[config.mk]
export PLATFORM = sky130hd
export DESIGN_NAME = div16_seq
export DESIGN_NICKNAME = d
export VERILOG_FILES = /design/src/rtl/div_pkg.sv /design/src/rtl/addsub_cla.sv /design/src/rtl/div16_seq.sv
export SDC_FILE = /design/constraint.sdc
export NUM_CORES = 1
export LEC_CHECK = 0
export CAP_MARGIN = 5
export CORE_AREA = 2 2 110 112
export CTS_CLUSTER_DIAMETER = 80
export DETAILED_ROUTE_END_ITERATION = 8
export DIE_AREA = 0 0 112 114
export HOLD_SLACK_MARGIN = 0.15
export PLACE_DENSITY = 0.7
export SLEW_MARGIN = 0
export SYNTH_ARGS = -nofsm -noshare
export SYNTH_HDL_FRONTEND = slang
export SYNTH_HIERARCHICAL = 1
export SYNTH_SLANG_ARGS = --single-unit
[constraint.sdc]
create_clock -name clk -period 10 [get_ports clk]
set_input_delay 2 -clock clk [delete_from_list [all_inputs] [get_ports clk]]
set_output_delay 2 -clock clk [all_outputs]
set_load 0.005 [all_outputs]
[src/rtl/div_pkg.sv]
// Shared types and sizing for the sequential divider.
package div_pkg;

    localparam int unsigned DIV_WIDTH = 16;

    function automatic int unsigned cnt_width(input int unsigned w);
        return (w > 1) ? $clog2(w) : 1;
    endfunction

    localparam int unsigned CNT_W = cnt_width(DIV_WIDTH);

    typedef enum logic [1:0] {
        StIdle,
        StIter,
        StFix
    } state_e;

endpackage

[src/rtl/addsub_cla.sv]
// Combinational N-bit add/subtract built from 4-bit carry-lookahead groups.
module addsub_cla #(
    parameter int unsigned N = 17
) (
    input  logic [N-1:0] a,
    input  logic [N-1:0] b,
    input  logic         sub,
    output logic [N-1:0] sum
);

    localparam int unsigned NG = (N + 3) / 4;
    localparam int unsigned NP = NG * 4;

    logic [NP-1:0] a_ext, b_ext, g, p, c, s_ext;
    logic [NG:0]   carry;

    // Subtraction is a + ~b + 1; the +1 enters as the first carry-in.
    assign a_ext = NP'(a);
    assign b_ext = NP'(b ^ {N{sub}});
    assign g     = a_ext & b_ext;
    assign p     = a_ext ^ b_ext;

    always_comb begin
        c        = '0;
        carry    = '0;
        carry[0] = sub;
        for (int k = 0; k < int'(NG); k++) begin
            c[4*k]     = carry[k];
            c[4*k+1]   = g[4*k] | (p[4*k] & carry[k]);
            c[4*k+2]   = g[4*k+1] | (p[4*k+1] & g[4*k]) | (p[4*k+1] & p[4*k] & carry[k]);
            c[4*k+3]   = g[4*k+2] | (p[4*k+2] & g[4*k+1]) | (p[4*k+2] & p[4*k+1] & g[4*k])
                       | (p[4*k+2] & p[4*k+1] & p[4*k] & carry[k]);
            carry[k+1] = g[4*k+3] | (p[4*k+3] & g[4*k+2]) | (p[4*k+3] & p[4*k+2] & g[4*k+1])
                       | (p[4*k+3] & p[4*k+2] & p[4*k+1] & g[4*k])
                       | ((&p[4*k +: 4]) & carry[k]);
        end
    end

    assign s_ext = p ^ c;
    assign sum   = s_ext[N-1:0];

    if (NP > N) begin : g_pad
        logic unused_pad;
        assign unused_pad = ^s_ext[NP-1:N];
    end

    logic unused_cout;
    assign unused_cout = carry[NG];

endmodule

[src/rtl/div16_seq.sv]
// Sequential unsigned non-restoring divider, one quotient bit per clock.
module div16_seq
    import div_pkg::*;
#(
    parameter int unsigned WIDTH = DIV_WIDTH
) (
    input  logic             clk,
    input  logic             rst_n,
    input  logic             start,
    input  logic [WIDTH-1:0] dividend,
    input  logic [WIDTH-1:0] divisor,
    output logic             busy,
    output logic             done,
    output logic [WIDTH-1:0] quotient,
    output logic [WIDTH-1:0] remainder,
    output logic             div_by_zero
);

    localparam int unsigned     CntW    = cnt_width(WIDTH);
    localparam logic [CntW-1:0] LastCnt = CntW'(WIDTH - 1);

    state_e           state_q, state_d;
    logic [CntW-1:0]  count_q, count_d;
    logic [WIDTH:0]   p_q, p_d, addsub_a, addsub_sum;
    logic [WIDTH-1:0] a_q, a_d, d_q, d_d, quot_q, quot_d, rem_q, rem_d;
    logic             busy_q, busy_d, done_q, done_d, dbz_q, dbz_d;

    // ITER feeds the shifted {P,A}; FIX feeds P itself for the final correction.
    assign addsub_a = (state_q == StIter) ? {p_q[WIDTH-1:0], a_q[WIDTH-1]} : p_q;

    addsub_cla #(
        .N(WIDTH + 1)
    ) u_addsub (
        .a  (addsub_a),
        .b  ({1'b0, d_q}),
        .sub(~p_q[WIDTH]),
        .sum(addsub_sum)
    );

    always_comb begin
        state_d = state_q;
        count_d = count_q;
        p_d     = p_q;
        a_d     = a_q;
        d_d     = d_q;
        quot_d  = quot_q;
        rem_d   = rem_q;
        busy_d  = busy_q;
        done_d  = 1'b0;
        dbz_d   = dbz_q;
        unique case (state_q)
            StIdle: begin
                if (start) begin
                    if (divisor != '0) begin
                        d_d     = divisor;
                        a_d     = dividend;
                        p_d     = '0;
                        count_d = '0;
                        busy_d  = 1'b1;
                        state_d = StIter;
                    end else begin
                        quot_d = '1;
                        rem_d  = dividend;
                        dbz_d  = 1'b1;
                        done_d = 1'b1;
                    end
                end
            end
            StIter: begin
                p_d     = addsub_sum;
                a_d     = {a_q[WIDTH-2:0], ~addsub_sum[WIDTH]};
                count_d = count_q + 1'b1;
                if (count_q == LastCnt) begin
                    state_d = StFix;
                end
            end
            StFix: begin
                rem_d   = p_q[WIDTH] ? addsub_sum[WIDTH-1:0] : p_q[WIDTH-1:0];
                quot_d  = a_q;
                dbz_d   = 1'b0;
                done_d  = 1'b1;
                busy_d  = 1'b0;
                state_d = StIdle;
            end
            default: state_d = StIdle;
        endcase
    end

    always_ff @(posedge clk or negedge rst_n) begin
        if (!rst_n) begin
            state_q <= StIdle;
            count_q <= '0;
            p_q     <= '0;
            a_q     <= '0;
            d_q     <= '0;
            quot_q  <= '0;
            rem_q   <= '0;
            busy_q  <= 1'b0;
            done_q  <= 1'b0;
            dbz_q   <= 1'b0;
        end else begin
            state_q <= state_d;
            count_q <= count_d;
            p_q     <= p_d;
            a_q     <= a_d;
            d_q     <= d_d;
            quot_q  <= quot_d;
            rem_q   <= rem_d;
            busy_q  <= busy_d;
            done_q  <= done_d;
            dbz_q   <= dbz_d;
        end
    end

    assign busy        = busy_q;
    assign done        = done_q;
    assign quotient    = quot_q;
    assign remainder   = rem_q;
    assign div_by_zero = dbz_q;

endmodule

**Word-level counts from Yosys, hierarchy flattened**

Index checks and enable logic that the tools add are counted.

- $add $sub $neg: 1
- Multipliers: 0
- Div/mod/pow operators: 0
- $lt $le $gt $ge: 0
- Equality and inequality tests: 7
- Shift-type cells: 0
- Mux-type cells: 30
- Bitwise gates (word level): 106
- Reduce and logical (&&, ||, !) cells: 13

Operators by type and width:

| cell | count |
|---|---|
| $mux W16 | 7 |
| $pmux W16 S2 | 3 |
| $and A1 B1 Y1 | 60 |
| $mux W17 | 3 |
| $or A1 B1 Y1 | 40 |
| $pmux W17 S2 | 1 |
| $xor A17 B17 Y17 | 2 |
| $xor A16 B17 Y17 | 1 |
| $and A16 B16 Y16 | 1 |
| $reduce_and A4 Y1 | 4 |
| $reduce_bool A16 Y1 | 1 |
| $reduce_and A3 Y1 | 5 |
| $mux W4 | 2 |
| $pmux W4 S2 | 1 |
| $mux W1 | 6 |
| $mux W2 | 3 |
| $ne A2 B2 Y1 const B | 3 |
| $pmux W1 S2 | 3 |
| $add A4 B1 Y4 const B | 1 |
| $eq A4 B4 Y1 const B | 1 |
| $pmux W2 S2 | 1 |
| $reduce_bool A2 Y1 | 2 |
| $eq A2 B1 Y1 const B | 1 |
| $eq A2 B2 Y1 const B | 1 |
| 3 further kinds | 4 |

- Flip-flop bits (word level): 90
- Latch bits: 0
- Bits in writable memories: 0
- Bits in read-only memories: 0
- Input port bits: 35
- Output and inout port bits: 35
- Memories: 0

**Depth between registers and ports, before layout**

- Word-level depth: 17
- Depth in mapped cells: 15
- Gate-level depth less buffers: 11

**Cells and area by module**

Netlist, hierarchy kept.

By module, submodules not included:

| module | instances | cells each | area each (um2) | sequential area each (um2) |
|---|---|---|---|---|
| div16_seq | 1 | 337 | 4199.0 | 2252.2 |
| addsub_cla | 1 | 114 | 942.2 | 0.0 |

**Worst setup path before layout**

Ideal clock, no wire load.

- Kind: flip-flop to flip-flop
- Start: register p_q[16]
- End: register rem_q[12], in the netlist remainder[12]
- Library setup time: 0.087 ns
- Arrival: 3.629 ns
- Slack: 6.283 ns
- Stages on the path, launching flop included: 16
- Path buffers: 4
- Clock period less this slack: 3.717 ns
- Path through: dfrtp_1 > buf_2 > buf_2 > inv_1 > buf_4 > buf_1 > xor2_1 > ha_1 > and3_4 > a2111oi_4 > nand2_2 > a221oi_2 > fa_1 > inv_1 > mux2i_1 > a22oi_1

- Longest elaborated chain between the ends: 15

Ends and longest elaborated chain:

| item | line | text |
|---|---|---|
| start, declared | div16_seq.sv:24 | `logic [WIDTH:0] p_q, p_d, addsub_a, addsub_sum;` |
| start signal, assigned | div16_seq.sv:104 | `p_q <= p_d;` |
| $not A1 Y1 * | div16_seq.sv:36 | `.sub(~p_q[WIDTH]),` |
| $xor A16 B17 Y17 | addsub_cla.sv:19 | `assign b_ext = NP'(b ^ {N{sub}});` |
| $xor A17 B17 Y17 or $and A16 B16 Y16 (tied branches) | addsub_cla.sv:21, addsub_cla.sv:20 |  |
| $and A1 B1 Y1 (on tied branches) | addsub_cla.sv:33, addsub_cla.sv:34 |  |
| $or A1 B1 Y1, or another cell as far along | addsub_cla.sv:33 | `carry[k+1] = g[4*k+3] \| (p[4*k+3] & g[4*k+2]) \| (p[4*k+3] & p[4*k+2] & g[4*k+1])` |
| $or A1 B1 Y1 or $and A1 B1 Y1 (tied branches) | addsub_cla.sv:33, addsub_cla.sv:34 |  |
| $or A1 B1 Y1 | addsub_cla.sv:34 | `\| (p[4*k+3] & p[4*k+2] & p[4*k+1] & g[4*k])` |
| $or A1 B1 Y1 | addsub_cla.sv:35 | `\| ((&p[4*k +: 4]) & carry[k]);` |
| $and A1 B1 Y1 | addsub_cla.sv:35 |  |
| $or A1 B1 Y1 | addsub_cla.sv:35 |  |
| $and A1 B1 Y1 | addsub_cla.sv:35 |  |
| $or A1 B1 Y1 | addsub_cla.sv:35 |  |
| $xor A17 B17 Y17 * | addsub_cla.sv:39 | `assign s_ext = p ^ c;` |
| via addsub_sum[12] | div16_seq.sv:24 |  |
| $mux W16 * | div16_seq.sv:78 | `rem_d = p_q[WIDTH] ? addsub_sum[WIDTH-1:0] : p_q[WIDTH-1:0];` |
| $pmux W16 S2 * | div16_seq.sv:51 | `unique case (state_q)` |
| end signal, assigned | div16_seq.sv:108 | `rem_q <= rem_d;` |
| end, declared | div16_seq.sv:25 | `logic [WIDTH-1:0] a_q, a_d, d_q, d_d, quot_q, quot_d, rem_q, rem_d;` |

The timed path passes the listed nets; every way through them passes the cells marked *.
A chain may end at the register's enable or synchronous reset.

**Worst setup path after layout**

- Start: register state_q[0]
- End: register rem_q[12], in the netlist remainder[12]

- Longest elaborated chain between the ends: 15

Ends and longest elaborated chain:

| item | line | text |
|---|---|---|
| start, declared | div16_seq.sv:22 | `state_e state_q, state_d;` |
| start signal, assigned | div16_seq.sv:91 | `state_q <= StIdle;` |
| start signal, assigned | div16_seq.sv:102 | `state_q <= state_d;` |
| $eq A2 B1 Y1 * | div16_seq.sv:29 | `assign addsub_a = (state_q == StIter) ? {p_q[WIDTH-1:0], a_q[WIDTH-1]} : p_q;` |
| $mux W17 * | div16_seq.sv:29 |  |
| via addsub_a[3] | div16_seq.sv:24 |  |
| $xor A17 B17 Y17 | addsub_cla.sv:21 | `assign p = a_ext ^ b_ext;` |
| $and A1 B1 Y1 (on tied branches) | addsub_cla.sv:33, addsub_cla.sv:34 |  |
| $or A1 B1 Y1, or another cell as far along | addsub_cla.sv:33 |  |
| $or A1 B1 Y1 or $and A1 B1 Y1 (tied branches) | addsub_cla.sv:33, addsub_cla.sv:34 |  |
| $or A1 B1 Y1 | addsub_cla.sv:34 |  |
| $or A1 B1 Y1 * | addsub_cla.sv:35 |  |
| $and A1 B1 Y1 * | addsub_cla.sv:35 |  |
| $or A1 B1 Y1 * | addsub_cla.sv:35 |  |
| $and A1 B1 Y1 * | addsub_cla.sv:35 |  |
| $or A1 B1 Y1 * | addsub_cla.sv:35 |  |
| $xor A17 B17 Y17 * | addsub_cla.sv:39 |  |
| via addsub_sum[12] | div16_seq.sv:24 |  |
| $mux W16 * | div16_seq.sv:78 |  |
| $pmux W16 S2 * | div16_seq.sv:51 |  |

Marks and branches as above.

==> flow_metrics.tcl <==
set metrics [dict create \
    drv_cap 0 \
    layout.nets 555 \
    worst-path-buf-inv 2 \
    syn_nets 506 \
    coreArea_um2 11710 \
    yosys_register_bits 90 \
    ys.flop_type "dfrtp_1" \
    cpMaxStageDelayCell "nor2b_4" \
    cts_htree_levels 3 \
    grt_start_max_net_pins 60 \
    first_global_vias 3737 \
    die_w_um 112 \
    vias_per_cell 5.724 \
    crit_family "compound AO/OA/AOI/OAI gates" \
    die-area_um2 12770 \
    clk_path_buf_depth 2 \
    drv_slew 0 \
    reg2reg_to "remainder[12]$_DFFE_PN0P_" \
    start_util 0.4390 \
    portBuffers 69 \
    syn_area_per_cell_um2 11.40 \
    die_h_um 114 \
    seq_area_frac_synth 0.4381 \
    initialDrtViolationCount 270 \
    final_area_um2 6168 \
    dp_hpwl_mm 8.211 \
    synth_edf_count 0 \
    cts_resized 0 \
    vias 3732 \
    r2r_cells 12 \
    worst_setup_path_end_kind "register" \
    fmax_ghz 0.2205 \
    clk_transition_reported_paths_ns 0.07 \
    endpoint "remainder[12]$_DFFE_PN0P_" \
    antenna_cells 0 \
    tightest_slew_ns 1.246 \
    finalSetupViolations 0 \
    crit_type "reg -> reg" \
    yosysUniqueCellTypes 51 \
    final.min_clock_period_ns 4.535 \
    r2r_slack_ns 5.47 \
    track_usage 0.1856 \
    synth_top_area_share 0.4381 \
    clk_latency_ns 0.34 \
    wl_per_cell_um 17.50 \
    cp.arrival_ns 4.79 \
    critPathMaxFanout 40 \
    critPathMaxStageDelay_ns 0.58 \
    clkSinkCount 90 \
    cp-startpoint "state_q[0]$_DFFE_PN0P_" \
    min_period_over_period 0.4535 \
    wl_mm 11.41 \
    cp-start-kind "register" \
    rows 40 \
    min_path_type "reg -> reg" \
    drt_first_pass_iters 5 \
    yosys_warnings 6 \
    finClkSkew_ns 0.008954 \
    grt.overflow.total 0 \
    drc 0 \
    grt_antenna_before_repair 0 \
    cts_tree "done" \
    post-cts-setup-buffers 0 \
    gp_congestion 0.7585 \
    synthTopCellsByArea "dfrtp_1 44%, mux2i_1 6.4%, mux2_2 5.5%" \
    cp.depth 12 \
    ant_nets 0 \
    async_flop_share 1.000 \
    outcome "completed" \
    tns_ns 0 \
    ios 70 \
    relSlewSlack 0.1653 \
    root_buffer "clkbuf_16" \
    rsz0062_at_grt "false" \
    synth_top_cell_by_area "dfrtp_1" \
    syn2layout_area_growth_pct 19.98 \
    layout_common_cells "90 x dfrtp_1, 68 x clkdlybuf4s50_1, 33 x mux2i_1" \
    whs_ns 0.4856 \
    rr_startpoint "state_q[0]$_DFFE_PN0P_" \
    final_common_cell "dfrtp_1" \
    crit_path_cell_trace "nor2b_4 -> buf_4 -> mux2_2 -> ha_1 -> and3_4 -> a2111oi_4 -> nand2_2 -> a221oi_2 -> fa_1 -> inv_1 -> mux2i_1 -> a22oi_1" \
    fill_cells 1080 \
    ctsHoldBuffers 0 \
    dpl_cell_area_um2 5867 \
    cts-buffers-inserted 9 \
    grt_pass1_wl_mm 19.31 \
    required_ns 10.25 \
    syn-cell-area_um2 5141 \
    netlist_instances 451 \
    hold_viol_final 0 \
    drive_above_1_share 0.1248 \
]
[cell type report]
cell class              instances  area [um2]  area share
clock buffers                  10       229.0     0.03712
clock inverters                 6       72.57     0.01176
inverters                      12       45.04    0.007302
multi-input cells             315        2675      0.4337
flip-flops and latches         90        2252      0.3651
well taps                     147       183.9     0.02982
repair buffers                 72       710.7      0.1152
[registers in the layout, summed over array words and instances (netlist names)]
name         flops
state_q          2
remainder       16
quotient        16
count_q          4
busy             1
p_q             17
a_q             16
done             1
d_q             16
div_by_zero      1
[through the flow]
step | setup WS [ns] | std cells | utilization
floorplan | 6.283 | 451 | -
global placement | 5.440 | 636 | 0.5010
detailed placement | 5.350 | 636 | 0.5010
CTS | 5.453 | 652 | 0.5267
global route | 5.103 | 652 | 0.5267
finish | 5.465 | 652 | 0.5267
[metal layers]
layer  global-route usage  vias up  part of all wire
met5                    0        -                 0
met4              0.04309        0             0.011
met3              0.03666       12             0.049
met2               0.2994      108              0.47
met1               0.2614     1836              0.48
li1                     -     1776                 -
[cell usage after synthesis (3+ instances only)]
| library cell | n |
|---|---|
| mux2_1 | 8 |
| o21ai_0 | 30 |
| and3_1 | 3 |
| buf_1 | 3 |
| o22a_1 | 15 |
| a22o_1 | 20 |
| a21o_1 | 7 |
| nor2_1 | 5 |
| clkbuf_1 | 14 |
| o21ai_1 | 8 |
| nor4_4 | 4 |
| nor2b_1 | 3 |
| fa_1 | 3 |
| mux2i_1 | 33 |
| nand3_1 | 22 |
| xnor2_1 | 10 |
| dfrtp_1 | 90 |
| buf_2 | 10 |
| inv_1 | 12 |
| nand4_1 | 3 |
| xor2_1 | 19 |
| a31oi_1 | 18 |
| a22oi_1 | 17 |
| buf_6 | 5 |
| mux2_2 | 25 |
| a21oi_1 | 7 |
| nand2_1 | 9 |
| ha_1 | 17 |
[worst reg2reg max path: cells and delay by family (launching register included)]
family / cells / cell delay (ns)
buffers and inverters: 2 / 0.60
DFF: 1 / 0.54
AOI/OAI and AO/OA: 3 / 1.05
muxes: 2 / 0.50
and+or+nand+nor: 3 / 0.92
adders and majority gates: 2 / 0.84
[worst min path at each step]
stage / slack [ns] / cells past startpoint / end / start
2_1_floorplan: 0.47 / 2 / busy$_DFFE_PN0P_ / busy$_DFFE_PN0P_
3_3_place_gp: 0.47 / 1 / quotient[10]$_DFFE_PN0P_ / quotient[10]$_DFFE_PN0P_
3_5_place_dp: 0.48 / 1 / quotient[15]$_DFFE_PN0P_ / quotient[15]$_DFFE_PN0P_
4_1_cts: 0.49 / 1 / quotient[15]$_DFFE_PN0P_ / quotient[15]$_DFFE_PN0P_
5_1_grt: 0.51 / 1 / quotient[10]$_DFFE_PN0P_ / quotient[10]$_DFFE_PN0P_
6_report: 0.49 / 1 / quotient[15]$_DFFE_PN0P_ / quotient[15]$_DFFE_PN0P_
[cells by family after synthesis]
kind of cell | after synthesis | synth area share
AOI/OAI and AO/OA | 135 | 0.1906
muxes | 66 | 0.1365
other | 1 | 0.0007294
buffers and inverters | 46 | 0.04478
xor gates and xnor gates | 30 | 0.05378
adders and majority gates | 20 | 0.05305
DFF | 90 | 0.4381
and+or+nand+nor | 63 | 0.08250
Power is not shown: default switching activity piles up to over one toggle a cycle in this logic, so the estimate is an artifact.
